[src/rtl/issue_scoreboard_pkg.sv]
`default_nettype none
// ---- issue_scoreboard_pkg : shared state encodings and constants (rev 1.0) ----
package issue_scoreboard_pkg;

    typedef enum logic [1:0] {
        ST_RUN   = 2'd0,
        ST_DRAIN = 2'd1,
        ST_ACK   = 2'd2
    } state_t;

    localparam logic [4:0] REG_ZERO = 5'd0;

endpackage
`default_nettype wire

[src/rtl/issue_scoreboard_if.sv]
`default_nettype none
// ---- issue_scoreboard_if : decode/writeback/execute signals of the issue stage (rev 1.0) ----
interface issue_scoreboard_if #(
    parameter int CW = 4
);
    logic          id_is_valid;
    logic [4:0]    id_is_addra;
    logic [4:0]    id_is_addrb;
    logic          id_is_usea;
    logic          id_is_useb;
    logic [4:0]    id_is_regdest;
    logic          id_is_writereg;
    logic          id_is_mem;
    logic          mem_busy;
    logic          flush;
    logic          drain_req;
    logic          wb_valid;
    logic [4:0]    wb_addr;
    logic [31:0]   wb_data;
    logic [31:0]   reg_is_dataa;
    logic [31:0]   reg_is_datab;
    logic [31:0]   is_dataa;
    logic [31:0]   is_datab;
    logic          is_stall;
    logic          is_ex_valid;
    logic [CW-1:0] is_inflight;
    logic          drain_ack;
    logic          is_wb_err;

    modport master (
        output id_is_valid, id_is_addra, id_is_addrb, id_is_usea, id_is_useb,
               id_is_regdest, id_is_writereg, id_is_mem, mem_busy, flush,
               drain_req, wb_valid, wb_addr, wb_data, reg_is_dataa, reg_is_datab,
        input  is_dataa, is_datab, is_stall, is_ex_valid, is_inflight,
               drain_ack, is_wb_err
    );

    modport slave (
        input  id_is_valid, id_is_addra, id_is_addrb, id_is_usea, id_is_useb,
               id_is_regdest, id_is_writereg, id_is_mem, mem_busy, flush,
               drain_req, wb_valid, wb_addr, wb_data, reg_is_dataa, reg_is_datab,
        output is_dataa, is_datab, is_stall, is_ex_valid, is_inflight,
               drain_ack, is_wb_err
    );

endinterface
`default_nettype wire

[src/rtl/issue_scoreboard_hazard_check.sv]
`default_nettype none
// ---- hazard_check : combinational RAW/WAW/structural/capacity hazard evaluation (rev 1.0) ----
module hazard_check
    import issue_scoreboard_pkg::*;
#(
    parameter int MAX_INFLIGHT = 4,
    parameter int CW           = 4
) (
    input  wire logic [31:0]   i_busy_eff,
    input  wire logic          i_valid,
    input  wire logic [4:0]    i_addra,
    input  wire logic [4:0]    i_addrb,
    input  wire logic          i_usea,
    input  wire logic          i_useb,
    input  wire logic [4:0]    i_regdest,
    input  wire logic          i_writereg,
    input  wire logic          i_mem,
    input  wire logic          i_mem_busy,
    input  wire logic [CW-1:0] i_inflight,
    output logic               o_raw,
    output logic               o_waw,
    output logic               o_strct,
    output logic               o_full
);

    logic w_raw_a;
    logic w_raw_b;

    // $0 is never a real dependency even though decode may flag it as used
    assign w_raw_a = i_usea & (i_addra != REG_ZERO) & i_busy_eff[i_addra];
    assign w_raw_b = i_useb & (i_addrb != REG_ZERO) & i_busy_eff[i_addrb];

    assign o_raw   = i_valid & (w_raw_a | w_raw_b);
    assign o_waw   = i_valid & i_writereg & (i_regdest != REG_ZERO) & i_busy_eff[i_regdest];
    assign o_strct = i_valid & i_mem & i_mem_busy;
    assign o_full  = i_valid & i_writereg & (i_inflight == CW'(MAX_INFLIGHT));

endmodule
`default_nettype wire

[src/rtl/issue_scoreboard.sv]
`default_nettype none
// ---- issue_scoreboard : busy-register scoreboard, stall generation, WB forwarding, drain FSM (rev 1.0) ----
module issue_scoreboard
    import issue_scoreboard_pkg::*;
#(
    parameter int MAX_INFLIGHT = 4,
    parameter int CW           = 4
) (
    input  wire logic          clock,
    input  wire logic          reset,
    issue_scoreboard_if.slave  sb
);

    logic [31:1]   r_busy;
    logic [CW-1:0] r_inflight;
    logic          r_ex_valid;
    logic          r_wb_err;
    state_t        r_state;
    state_t        w_state_nxt;

    logic [31:0]   w_busy;
    logic [31:0]   w_busy_eff;
    logic [31:0]   w_busy_nxt;
    logic          w_raw;
    logic          w_waw;
    logic          w_strct;
    logic          w_full;
    logic          w_notrun;
    logic          w_drain_ack;
    logic          w_stall;
    logic          w_issue;
    logic          w_alloc;
    logic          w_wb_live;
    logic          w_wb_hit;
    logic          w_wb_err;

    assign w_busy    = {r_busy, 1'b0};
    assign w_wb_live = sb.wb_valid & (sb.wb_addr != REG_ZERO);
    assign w_wb_hit  = w_wb_live & w_busy[sb.wb_addr];
    assign w_wb_err  = w_wb_live & ~w_busy[sb.wb_addr];

    // A register retiring this very cycle no longer blocks its consumers
    always_comb begin
        w_busy_eff = w_busy;
        if (sb.wb_valid) begin
            w_busy_eff[sb.wb_addr] = 1'b0;
        end
    end

    hazard_check #(
        .MAX_INFLIGHT (MAX_INFLIGHT),
        .CW           (CW)
    ) u_hazard_check (
        .i_busy_eff (w_busy_eff),
        .i_valid    (sb.id_is_valid),
        .i_addra    (sb.id_is_addra),
        .i_addrb    (sb.id_is_addrb),
        .i_usea     (sb.id_is_usea),
        .i_useb     (sb.id_is_useb),
        .i_regdest  (sb.id_is_regdest),
        .i_writereg (sb.id_is_writereg),
        .i_mem      (sb.id_is_mem),
        .i_mem_busy (sb.mem_busy),
        .i_inflight (r_inflight),
        .o_raw      (w_raw),
        .o_waw      (w_waw),
        .o_strct    (w_strct),
        .o_full     (w_full)
    );

    assign w_stall = sb.id_is_valid & (w_raw | w_waw | w_strct | w_full | w_notrun);
    assign w_issue = sb.id_is_valid & ~w_stall & ~sb.flush;
    assign w_alloc = w_issue & sb.id_is_writereg & (sb.id_is_regdest != REG_ZERO);

    // Clear before set so a same-edge reissue of the retiring register keeps it busy
    always_comb begin
        w_busy_nxt = w_busy;
        if (w_wb_hit) begin
            w_busy_nxt[sb.wb_addr] = 1'b0;
        end
        if (w_alloc) begin
            w_busy_nxt[sb.id_is_regdest] = 1'b1;
        end
    end

    always_ff @(posedge clock or negedge reset) begin
        if (!reset) begin
            r_busy     <= '0;
            r_inflight <= '0;
            r_ex_valid <= 1'b0;
            r_wb_err   <= 1'b0;
        end else begin
            r_busy     <= w_busy_nxt[31:1];
            r_ex_valid <= w_issue;
            if (w_alloc && !w_wb_hit) begin
                r_inflight <= r_inflight + CW'(1);
            end else if (!w_alloc && w_wb_hit) begin
                r_inflight <= r_inflight - CW'(1);
            end
            if (w_wb_err) begin
                r_wb_err <= 1'b1;
            end
        end
    end

    always_ff @(posedge clock or negedge reset) begin
        if (!reset) begin
            r_state <= ST_RUN;
        end else begin
            r_state <= w_state_nxt;
        end
    end

    always_comb begin
        w_state_nxt = r_state;
        w_notrun    = 1'b1;
        w_drain_ack = 1'b0;
        case (r_state)
            ST_RUN: begin
                w_notrun = 1'b0;
                if (sb.drain_req) begin
                    w_state_nxt = ST_DRAIN;
                end
            end
            ST_DRAIN: begin
                if ((r_inflight == '0) && !sb.mem_busy) begin
                    w_state_nxt = ST_ACK;
                end
            end
            ST_ACK: begin
                w_drain_ack = 1'b1;
                w_state_nxt = ST_RUN;
            end
            default: begin
                w_state_nxt = ST_RUN;
            end
        endcase
    end

    assign sb.is_dataa    = (sb.wb_valid && (sb.wb_addr == sb.id_is_addra) && (sb.id_is_addra != REG_ZERO))
                            ? sb.wb_data : sb.reg_is_dataa;
    assign sb.is_datab    = (sb.wb_valid && (sb.wb_addr == sb.id_is_addrb) && (sb.id_is_addrb != REG_ZERO))
                            ? sb.wb_data : sb.reg_is_datab;
    assign sb.is_stall    = w_stall;
    assign sb.is_ex_valid = r_ex_valid;
    assign sb.is_inflight = r_inflight;
    assign sb.drain_ack   = w_drain_ack;
    assign sb.is_wb_err   = r_wb_err;

endmodule
`default_nettype wire

[src/flat_wrapper.sv]
// flat-port wrapper written by rule: the top's interface ports become plain ports
module issue_scoreboard_flat import issue_scoreboard_pkg::*;
#(
    parameter int MAX_INFLIGHT = 4,
    parameter int CW           = 4
)
  (clock, reset, sb_id_is_valid, sb_id_is_addra, sb_id_is_addrb, sb_id_is_usea, sb_id_is_useb, sb_id_is_regdest, sb_id_is_writereg, sb_id_is_mem, sb_mem_busy, sb_flush, sb_drain_req, sb_wb_valid, sb_wb_addr, sb_wb_data, sb_reg_is_dataa, sb_reg_is_datab, sb_is_dataa, sb_is_datab, sb_is_stall, sb_is_ex_valid, sb_is_inflight, sb_drain_ack, sb_is_wb_err);
  issue_scoreboard_if #(.CW(CW)) sb_i ();
  input  wire logic clock;
  input  wire logic reset;
  input wire logic [$bits(sb_i.id_is_valid)-1:0] sb_id_is_valid;
  input wire logic [$bits(sb_i.id_is_addra)-1:0] sb_id_is_addra;
  input wire logic [$bits(sb_i.id_is_addrb)-1:0] sb_id_is_addrb;
  input wire logic [$bits(sb_i.id_is_usea)-1:0] sb_id_is_usea;
  input wire logic [$bits(sb_i.id_is_useb)-1:0] sb_id_is_useb;
  input wire logic [$bits(sb_i.id_is_regdest)-1:0] sb_id_is_regdest;
  input wire logic [$bits(sb_i.id_is_writereg)-1:0] sb_id_is_writereg;
  input wire logic [$bits(sb_i.id_is_mem)-1:0] sb_id_is_mem;
  input wire logic [$bits(sb_i.mem_busy)-1:0] sb_mem_busy;
  input wire logic [$bits(sb_i.flush)-1:0] sb_flush;
  input wire logic [$bits(sb_i.drain_req)-1:0] sb_drain_req;
  input wire logic [$bits(sb_i.wb_valid)-1:0] sb_wb_valid;
  input wire logic [$bits(sb_i.wb_addr)-1:0] sb_wb_addr;
  input wire logic [$bits(sb_i.wb_data)-1:0] sb_wb_data;
  input wire logic [$bits(sb_i.reg_is_dataa)-1:0] sb_reg_is_dataa;
  input wire logic [$bits(sb_i.reg_is_datab)-1:0] sb_reg_is_datab;
  output wire logic [$bits(sb_i.is_dataa)-1:0] sb_is_dataa;
  output wire logic [$bits(sb_i.is_datab)-1:0] sb_is_datab;
  output wire logic [$bits(sb_i.is_stall)-1:0] sb_is_stall;
  output wire logic [$bits(sb_i.is_ex_valid)-1:0] sb_is_ex_valid;
  output wire logic [$bits(sb_i.is_inflight)-1:0] sb_is_inflight;
  output wire logic [$bits(sb_i.drain_ack)-1:0] sb_drain_ack;
  output wire logic [$bits(sb_i.is_wb_err)-1:0] sb_is_wb_err;
  assign sb_i.id_is_valid = sb_id_is_valid;
  assign sb_i.id_is_addra = sb_id_is_addra;
  assign sb_i.id_is_addrb = sb_id_is_addrb;
  assign sb_i.id_is_usea = sb_id_is_usea;
  assign sb_i.id_is_useb = sb_id_is_useb;
  assign sb_i.id_is_regdest = sb_id_is_regdest;
  assign sb_i.id_is_writereg = sb_id_is_writereg;
  assign sb_i.id_is_mem = sb_id_is_mem;
  assign sb_i.mem_busy = sb_mem_busy;
  assign sb_i.flush = sb_flush;
  assign sb_i.drain_req = sb_drain_req;
  assign sb_i.wb_valid = sb_wb_valid;
  assign sb_i.wb_addr = sb_wb_addr;
  assign sb_i.wb_data = sb_wb_data;
  assign sb_i.reg_is_dataa = sb_reg_is_dataa;
  assign sb_i.reg_is_datab = sb_reg_is_datab;
  assign sb_is_dataa = sb_i.is_dataa;
  assign sb_is_datab = sb_i.is_datab;
  assign sb_is_stall = sb_i.is_stall;
  assign sb_is_ex_valid = sb_i.is_ex_valid;
  assign sb_is_inflight = sb_i.is_inflight;
  assign sb_drain_ack = sb_i.drain_ack;
  assign sb_is_wb_err = sb_i.is_wb_err;
  issue_scoreboard #(.MAX_INFLIGHT(MAX_INFLIGHT), .CW(CW)) u_core (.clock(clock), .reset(reset), .sb(sb_i));
endmodule
[config.mk]
export PLATFORM = sky130hd
export DESIGN_NAME = issue_scoreboard_flat
export DESIGN_NICKNAME = d
export VERILOG_FILES = /design/src/rtl/issue_scoreboard_pkg.sv /design/src/rtl/issue_scoreboard_if.sv /design/src/rtl/issue_scoreboard_hazard_check.sv /design/src/rtl/issue_scoreboard.sv /design/src/flat_wrapper.sv
export SDC_FILE = /design/constraint.sdc
export NUM_CORES = 1
export LEC_CHECK = 0
export CORE_MARGIN = 4
export CORE_UTILIZATION = 47
export CTS_CLUSTER_DIAMETER = 200
export DETAILED_ROUTE_END_ITERATION = 7
export GPL_TIMING_DRIVEN = 0
export PLACE_DENSITY = 0.88
export SYNTH_ARGS = -nofsm -noshare
export SYNTH_HDL_FRONTEND = slang
export SYNTH_SLANG_ARGS = --single-unit
[constraint.sdc]
create_clock -name clock -period 8.12 [get_ports clock]
set_input_delay 1.218 -clock clock [delete_from_list [all_inputs] [get_ports clock]]
set_output_delay 1.218 -clock clock [all_outputs]
set_load 0.01 [all_outputs]
======== Word-level counts from Yosys, hierarchy flattened ========
Index checks and enable logic that the tools add are counted.
word-level totals
  flip-flop bits (word level) ............. 39
  bits of input ports ..................... 127
  output and inout bits ................... 72
  logic and storage cells ................. 94
cells by class
  add/sub/neg operators ................... 2
  order comparisons ....................... 6
  equal/unequal tests ..................... 7
  multiplexer cells ....................... 24
  bitwise logic cells ..................... 30
  reductions and logical operators ........ 20
operator list
  kind                   number
  $mux W32               5
  $and A32 B32 Y32       1
  $not A32 Y32           1
  $or A32 B32 Y32        1
  $lt A5 B6 Y1 const B   4
  $bmux W1 S5            4
  $reduce_bool A5 Y1     4
  $and A1 B1 Y1          19
  $demux W1 S5           2
  $eq A5 B5 Y1           2
  $ge A5 B1 Y1 const B   2
  $logic_and A1 B1 Y1    9
  $mux W1                8
  $mux W4                2
  $or A1 B1 Y1           5
  $add A4 B1 Y4 const B  1
  $eq A4 B3 Y1 const B   1
  $logic_not A4 Y1       1
  $mux W2                2
  $pmux W2 S2            1
  $sub A4 B1 Y4 const B  1
  $logic_not A1 Y1       3
  $not A1 Y1             3
  $eq A2 B1 Y1 const B   1
  6 further kinds        6

======== Longest topological paths before layout ========
Gate-level depths: netlist of run 1.
  depth after elaboration ................. 26
  gate-level depth with buffers ........... 18
  gate-level depth less buffers ........... 15

======== Modules after synthesis ========
A second synthesis of run 1 with hierarchy kept.
second synthesis, totals
  cells, all modules ...................... 412
  area, all modules ....................... 4251.6 sq um
by module, submodules not included
  module            instances  cells each  area an instance (sq um)  sequential area each (sq um)
  issue_scoreboard  1          343         3434.5                    975.9
  hazard_check      1          69          817.0                     0.0

======== Worst setup path after synthesis of run 1 ========
No wires, ideal clock.
  path kind ............................... input -> output
  from .................................... input port sb_wb_addr[1]
  to ...................................... output port sb_is_stall
  arrival ................................. 3.187 ns
  data required time ...................... 6.902 ns
  setup slack ............................. 3.715 ns
  cell stages on the path ................. 10
  path buffers ............................ 3
  cells stage by stage .................... buf_4 > buf_4 > buf_4 > mux4_2 > nand3_1 > o2111ai_1 > a21o_1 > a2111o_2 > nand4_1 > and2_1
between the ends
  word-level cells in the longest chain between the ends .. 17
  elaborated cells on any way between the ends .. 24
  those cells by class .................... 2 x order compare; 9 x mux; 12 x bitwise; 1 x reduce/logical
RTL lines
  item                                                                line                                                                      source
  from (decl)                                                         flat_wrapper.sv:23                                                        input wire logic [$bits(sb_i.wb_addr)-1:0] sb_wb_addr;
  $lt A5 B6 Y1 (implied by the code) or $ge A5 B1 Y1 (tied branches)  issue_scoreboard.sv:46                                                    w_busy_eff[sb.wb_addr] = 1'b0;
  $logic_and A1 B1 Y1 (implied by the code)                           issue_scoreboard.sv:46
  $mux W1 (implied by the code)                                       issue_scoreboard.sv:46
  $demux W1 S5 *                                                      n/a
  $not A32 Y32 (no line) *                                            n/a
  $and A32 B32 Y32 (no line) *                                        n/a
  $mux W32 *                                                          issue_scoreboard.sv:45                                                    if (sb.wb_valid) begin
  $bmux W1 S5, on equally long branches                               issue_scoreboard_hazard_check.sv:30, issue_scoreboard_hazard_check.sv:31
  $mux W1, on equally long branches                                   issue_scoreboard_hazard_check.sv:30, issue_scoreboard_hazard_check.sv:31
  $and A1 B1 Y1, on equally long branches                             issue_scoreboard_hazard_check.sv:30, issue_scoreboard_hazard_check.sv:31
  $or A1 B1 Y1                                                        issue_scoreboard_hazard_check.sv:33                                       assign o_raw = i_valid & (w_raw_a | w_raw_b);
  $and A1 B1 Y1                                                       issue_scoreboard_hazard_check.sv:33
  $or A1 B1 Y1 * (4 in a row)                                         issue_scoreboard.sv:71                                                    assign w_stall = sb.id_is_valid & (w_raw | w_waw | w_strct | w_full | w_notrun);
  $and A1 B1 Y1 *                                                     issue_scoreboard.sv:71
  to (decl)                                                           flat_wrapper.sv:29                                                        output wire logic [$bits(sb_i.is_stall)-1:0] sb_is_stall;
Mark *: on every way between the ends. The rest lies on a longest branch, timed or not. The select of a mux whose other input is x is not followed.

======== Worst setup path in the final report of run 1 ========
  from .................................... input port sb_wb_addr[2]
  to ...................................... output port sb_is_stall
The elaborated chain is that of the path after synthesis.

==> flow_summary.ini, run 1 <==
[global_routing]
grt_pass1_vias = 5284
grt_usage_pct = 33.4
grt_pass1_wl_mm = 29.9
grt-ovfl-total = 0
antenna_found_initial = 1
grt_max_degree = 40

[clocking]
cts_setup_buffers = 0
cts_buffers = 5
cts.sink_count = 39
path_clk_slew_ns = 0.08
cts.hold.buffers_added = 0
clkLatencyLatePin_ns = 0.30
cts_max_level = 2
cts_root_buf = clkbuf_8
clock_path_buffers = 2
cts_tree = yes
cts_resized = 0

[die]
die_area_mm2 = 0.0116
ioPinCount = 199
design.core.area_mm2 = 0.00973
die_h_um = 108
die_x_um = 108
initial_utilization_pct = 48.1
row_count = 36

[setup_path]
crit_path_start_kind = input pin
worstReg2RegEnd = u_core.sb.is_inflight[3]
critical_path_class = input pin to output port
rr_worst_depth = 15
cp-end-kind = output port
r2r_start = u_core.r_busy[2]
cp_max_fo = 10
r2r_slack_ns = 4.32
worstPathRequired_ns = 6.90
worstPathArrival_ns = 4.63

[synth]
synthSimpleGateAreaFrac_pct = 17.7
synth_top_family_by_area = multiplexers
ys_warn_count = 0
synth_adder_area_share_pct = 1.23
synth_area_mm2 = 0.00468
ys.flop_type = dfrtp_1
netlist_instances = 487
ys_ff_latch = 39
yosysTopAreaCell = dfrtp_1
ys_seq_area_share_pct = 20.9
yosys-top-cells-area = dfrtp_1 21%, mux2_2 19%, mux4_2 5.8%
synth.area.mux_share_pct = 30.4
synth_edf_count = 0
async_flop_share_pct = 100
synth_cell_types = 78
syn_nets = 618
synth_xor_area_share_pct = 3.37
syn_avg_cell_area_um2 = 9.61
synth_compound_area_share_pct = 20.4
yosysTopAreaCellShare_pct = 20.9

[timing]
final-hold-violation-count = 0
setup_violations = 0
rsz0062_at_grt = false
finalSetupTns_ns = 0
tightest_slew_ns = 0.939
slew_viol_final = 0
fin_skew_ns = 0.00933
fmax_ghz = 0.171
finalCriticalPeriod_ns = 5.85
slew_headroom_pct = 37.3
post-route-period-util_pct = 72.0

[drt]
routed_via_density = 6.50
met3_length_mm = 2.04
met2_length_mm = 9.97
drt_wl_total_mm = 20.1
m1WireLength_mm = 7.26
final_antenna_net_count = 0
num_vias = 5330
dr.pass1.iters = 5
drc_errors = 0
route.detailed.wl_per_inst_um = 24.6
first_iter_violations = 566
dr.max_layer_used = met4

[finish]
layout_commonest_cell = clkdlybuf4s50_1
mostFrequentLayoutCells = 190 x clkdlybuf4s50_1, 81 x mux2_2, 39 x dfrtp_1, 36 x o21ai_0, 33 x o21ai_1
syn_to_final_growth_pct = 46.9
layout-drive-gt1-share_pct = 20.8
fin_nets = 816

[min_path]
min_from = u_core.r_state[1]
holdPathStages = 1
hp-class = flip-flop to flip-flop
hold_path_end = u_core.r_state[0]

[pwr]
vdd_drop_max_mv = 0.124
p_leak_nw = 2.62
power.density_mw_per_mm2 = 115
total_power_uw = 793

[placed_design]
gp_congestion = 0.976
port_buffers = 191
dp_hpwl_mm = 16.0

[job]
max_cap_viol_count = 0

[status]
outcome = finished, final reports clean
[layer usage]
layer  track usage [%]  vias up
met4              14.3        0
li1                  -     2342
met1              39.5     2562
met5                 0        -
met2              58.2      357
met3              7.14       69
[critical path: stages]
cell and delay, ns:
clkdlybuf4s50_1 0.47, buf_6 0.17, or4b_4 0.62, o21ai_1 0.48, o311ai_0 0.19, o2111ai_1 0.12
or3_1 0.42, nand4_1 0.24, and2_1 0.22, clkdlybuf4s50_1 0.48
[registers in the layout, indices dropped and copies added, names as in the netlist]
| name | flops |
|---|---|
| u_core.r_busy | 31 |
| u_core.sb.is_inflight | 4 |
| u_core.r_state | 2 |
| u_core.sb.is_ex_valid | 1 |
| u_core.sb.is_wb_err | 1 |
[stage by stage]
step,hold slack [ns],setup WS (ns),instances,instance area [um2],utilization [%]
6_report,0.494,2.27,820,6870,70.6
3_3_place_gp,0.454,2.44,811,6760,69.4
5_1_grt,0.514,2.15,820,6870,70.6
4_1_cts,0.488,2.34,819,6870,70.6
2_1_floorplan,0.433,3.71,487,4680,-
3_5_place_dp,0.474,2.35,811,6750,69.4
[synth_stat cells (6+ instances only)]
master,count
xnor2_1,7
o21ai_1,33
inv_1,13
mux2i_1,24
nand3_1,9
o21ai_0,36
a21oi_1,9
buf_6,6
nor2_1,13
nand2_1,11
buf_2,9
clkbuf_1,12
o311a_1,6
xor2_1,11
mux4_2,12
nand4_1,6
o311ai_0,8
dfrtp_1,39
nor3_1,15
mux2_2,81
buf_4,8
[where the power goes]
| group | total (mW) | internal [mW] | leakage, nW | switching (mW) |
|---|---|---|---|---|
| logic | 0.366 | 0.198 | 2.03 | 0.168 |
| registers | 0.255 | 0.218 | 0.525 | 0.0368 |
| clock network | 0.172 | 0.0995 | 0.0612 | 0.0722 |
[logic make-up after synthesis]
kind of cell | Yosys count
compound gates | 142
xor+xnor | 18
fa+ha+maj | 4
buf+inv | 52
flops | 39
mux | 117
simple gates | 115
[worst max-delay path by stage]
stage	from	to	cells after the start
final	sb_wb_addr[2]	sb_is_stall	10
after global placement	sb_wb_addr[2]	sb_is_stall	10
after CTS	sb_wb_addr[2]	sb_is_stall	10
after global routing	sb_wb_addr[2]	sb_is_stall	10
after detailed placement	sb_wb_addr[2]	sb_is_stall	10
after floorplan	sb_wb_addr[1]	sb_is_stall	10
[final cells by class]
class	instances	area, um2
Tap cell	133	166
Buffer	38	229
Sequential cell	39	976
Multi-Input combinational cell	396	3420
Clock buffer	6	82.6
Clock inverter	2	35.0
Inverter	14	52.6
Timing Repair Buffer	191	1910
Fill cell	759	2860
Antenna cell	1	2.50
No activity file was read; power rests on OpenSTA's default activity.
==> run 2: changes to the inputs <==
--- a/config.mk
+++ b/config.mk
@@ -6,11 +6,11 @@
 export NUM_CORES = 1
 export LEC_CHECK = 0
 export CORE_MARGIN = 4
-export CORE_UTILIZATION = 47
+export CORE_UTILIZATION = 40
 export CTS_CLUSTER_DIAMETER = 200
 export DETAILED_ROUTE_END_ITERATION = 7
 export GPL_TIMING_DRIVEN = 0
-export PLACE_DENSITY = 0.88
+export PLACE_DENSITY = 0.8
 export SYNTH_ARGS = -nofsm -noshare
 export SYNTH_HDL_FRONTEND = slang
 export SYNTH_SLANG_ARGS = --single-unit
==> constraint.sdc (replaced) <==
create_clock -name clock -period 5.15 [get_ports clock]
set_input_delay 0.7725 -clock clock [delete_from_list [all_inputs] [get_ports clock]]
set_output_delay 0.7725 -clock clock [all_outputs]
set_load 0.01 [all_outputs]
==> run 2 against run 1 <==
Setup slack worse by 2.1 ns; combinational power is 56% higher; sequential power is 58% higher; routed wire length is 1.1% higher; die area is 16% higher; non-clock buffer count stayed put; core utilization is 9.6 points lower; sequential cell count stayed put; clock skew is 0.0030 ns lower; critical path type unchanged; critical endpoint unchanged.
==> flow_summary.ini, run 2 (synthesized netlist as in run 1, its figures left out) <==
[placed_design]
port_buffers = 191
dp_hpwl_mm = 16.3
gp_congestion = 1.03

[clocking]
cts_setup_buffers = 0
cts_root_buf = clkbuf_16
clock_path_buffers = 2
clkLatencyLatePin_ns = 0.29
cts_max_level = 2
cts_tree = yes
cts.hold.buffers_added = 0
cts_buffers = 5
path_clk_slew_ns = 0.06
cts.sink_count = 39
cts_resized = 0

[setup_path]
cp-end-kind = output port
worstPathRequired_ns = 4.38
critPathLaunch = sb_wb_addr[2]
r2r_start = u_core.r_busy[14]
critical_path_class = input pin to output port
cp_max_fo = 10
rr_worst_depth = 15
crit_path_start_kind = input pin
r2r_slack_ns = 1.43
worstPathArrival_ns = 4.18
worstReg2RegEnd = u_core.sb.is_inflight[3]

[global_routing]
grt-ovfl-total = 0
grt_pass1_wl_mm = 30.0
grt_max_degree = 40
grt_usage_pct = 29.0
antenna_found_initial = 2
grt_pass1_vias = 5287

[min_path]
min_from = u_core.r_state[1]
hold_path_end = u_core.r_state[0]
holdPathStages = 1
hp-class = flip-flop to flip-flop

[die]
initial_utilization_pct = 41.0
die_area_mm2 = 0.0135
design.core.area_mm2 = 0.0114
die_h_um = 116
die_x_um = 116
ioPinCount = 199
row_count = 39

[timing]
fin_skew_ns = 0.00633
slew_viol_final = 0
post-route-period-util_pct = 96.2
finalCriticalPeriod_ns = 4.96
fin_hold_ws_ns = 0.474
rsz0062_at_grt = false
slew_headroom_pct = 38.7
finalSetupTns_ns = 0
tightest_slew_ns = 0.918
final-hold-violation-count = 0
fmax_ghz = 0.202
setup_violations = 0

[pwr]
power_frac_comb_pct = 41.4
p_leak_nw = 2.65
power.density_mw_per_mm2 = 198
total_power_mw = 1.38
internal_power_uw = 934
vdd_drop_max_mv = 0.194
switching_share_pct = 32.2
clockPowerShare_pct = 29.3
p_seq_share_pct = 29.3
p_switching_uw = 445

[drt]
first_iter_violations = 439
route.detailed.wl_per_inst_um = 24.4
routed_via_density = 6.30
dr.pass1.iters = 5
final_antenna_net_count = 0
drt_wl_total_mm = 20.4
num_vias = 5247
drc_errors = 0

[finish]
largest_register_ffs = 31
mostFrequentLayoutCells = 190 x clkdlybuf4s50_1, 81 x mux2_2, 39 x dfrtp_1, 36 x o21ai_0, 33 x o21ai_1
syn_to_final_growth_pct = 48.8
layout-drive-gt1-share_pct = 20.7
fin_nets = 816
fin_util_pct = 61.0
regMostFlops = u_core.r_busy
layout_commonest_cell = clkdlybuf4s50_1

[status]
outcome = finished, final reports clean

[job]
max_cap_viol_count = 0
## run 2: layer usage
metal  part of all wire [%]  global-route usage, %  up-vias
met5                      0                      0        -
li1                       -                      -     2334
met1                     36                   34.6     2490
met4                    4.2                   14.4        0
met2                     49                   49.7      357
met3                     11                   5.96       66
## run 2: worst max-delay path by stage
stage | end | slack, ns | cells past startpoint
after floorplan | u_core.sb.is_inflight[3] | 1.23 | 18
after global placement | u_core.sb.is_inflight[3] | 0.25 | 17
after detailed placement | u_core.sb.is_inflight[3] | 0.17 | 17
after CTS | sb_is_stall | 0.22 | 10
after global routing | sb_is_stall | 0.02 | 10
final | sb_is_stall | 0.19 | 10
## run 2: final cells by class
type,count,area [um2]
tap,143,179
timing repair buffer,191,1910
clock inverter,2,60.1
multi-input combinational,396,3420
antenna,4,10.0
fill,970,4460
sequential,39,976
buffer,38,229
inverter,14,52.6
clock buffer,6,129
## run 2: through the flow
stage	setup WS, ns	instances	area, um2
floorplan	1.23	487	4680
global placement	0.251	821	6770
detailed placement	0.166	821	6760
CTS	0.224	829	6950
global route	0.0155	831	6960
finish	0.193	833	6960
## run 2: power by group through the flow
stage | registers, mW | logic, mW | clock network (mW)
after CTS | 0.401 | 0.571 | 0.406
after global placement | 0.402 | 0.556 | 0
after floorplan | 0.395 | 0.287 | 0
after global routing | 0.411 | 0.612 | 0.417
after detailed placement | 0.406 | 0.568 | 0
final | 0.404 | 0.571 | 0.405
## run 2: critical path, cell delays in order
cell and delay [ns]:
clkdlybuf4s50_1 0.48, buf_6 0.18, or4b_4 0.61, o21ai_1 0.49
o311ai_0 0.18, o2111ai_1 0.12, or3_1 0.42, nand4_1 0.23
and2_1 0.22, clkdlybuf4s50_1 0.47
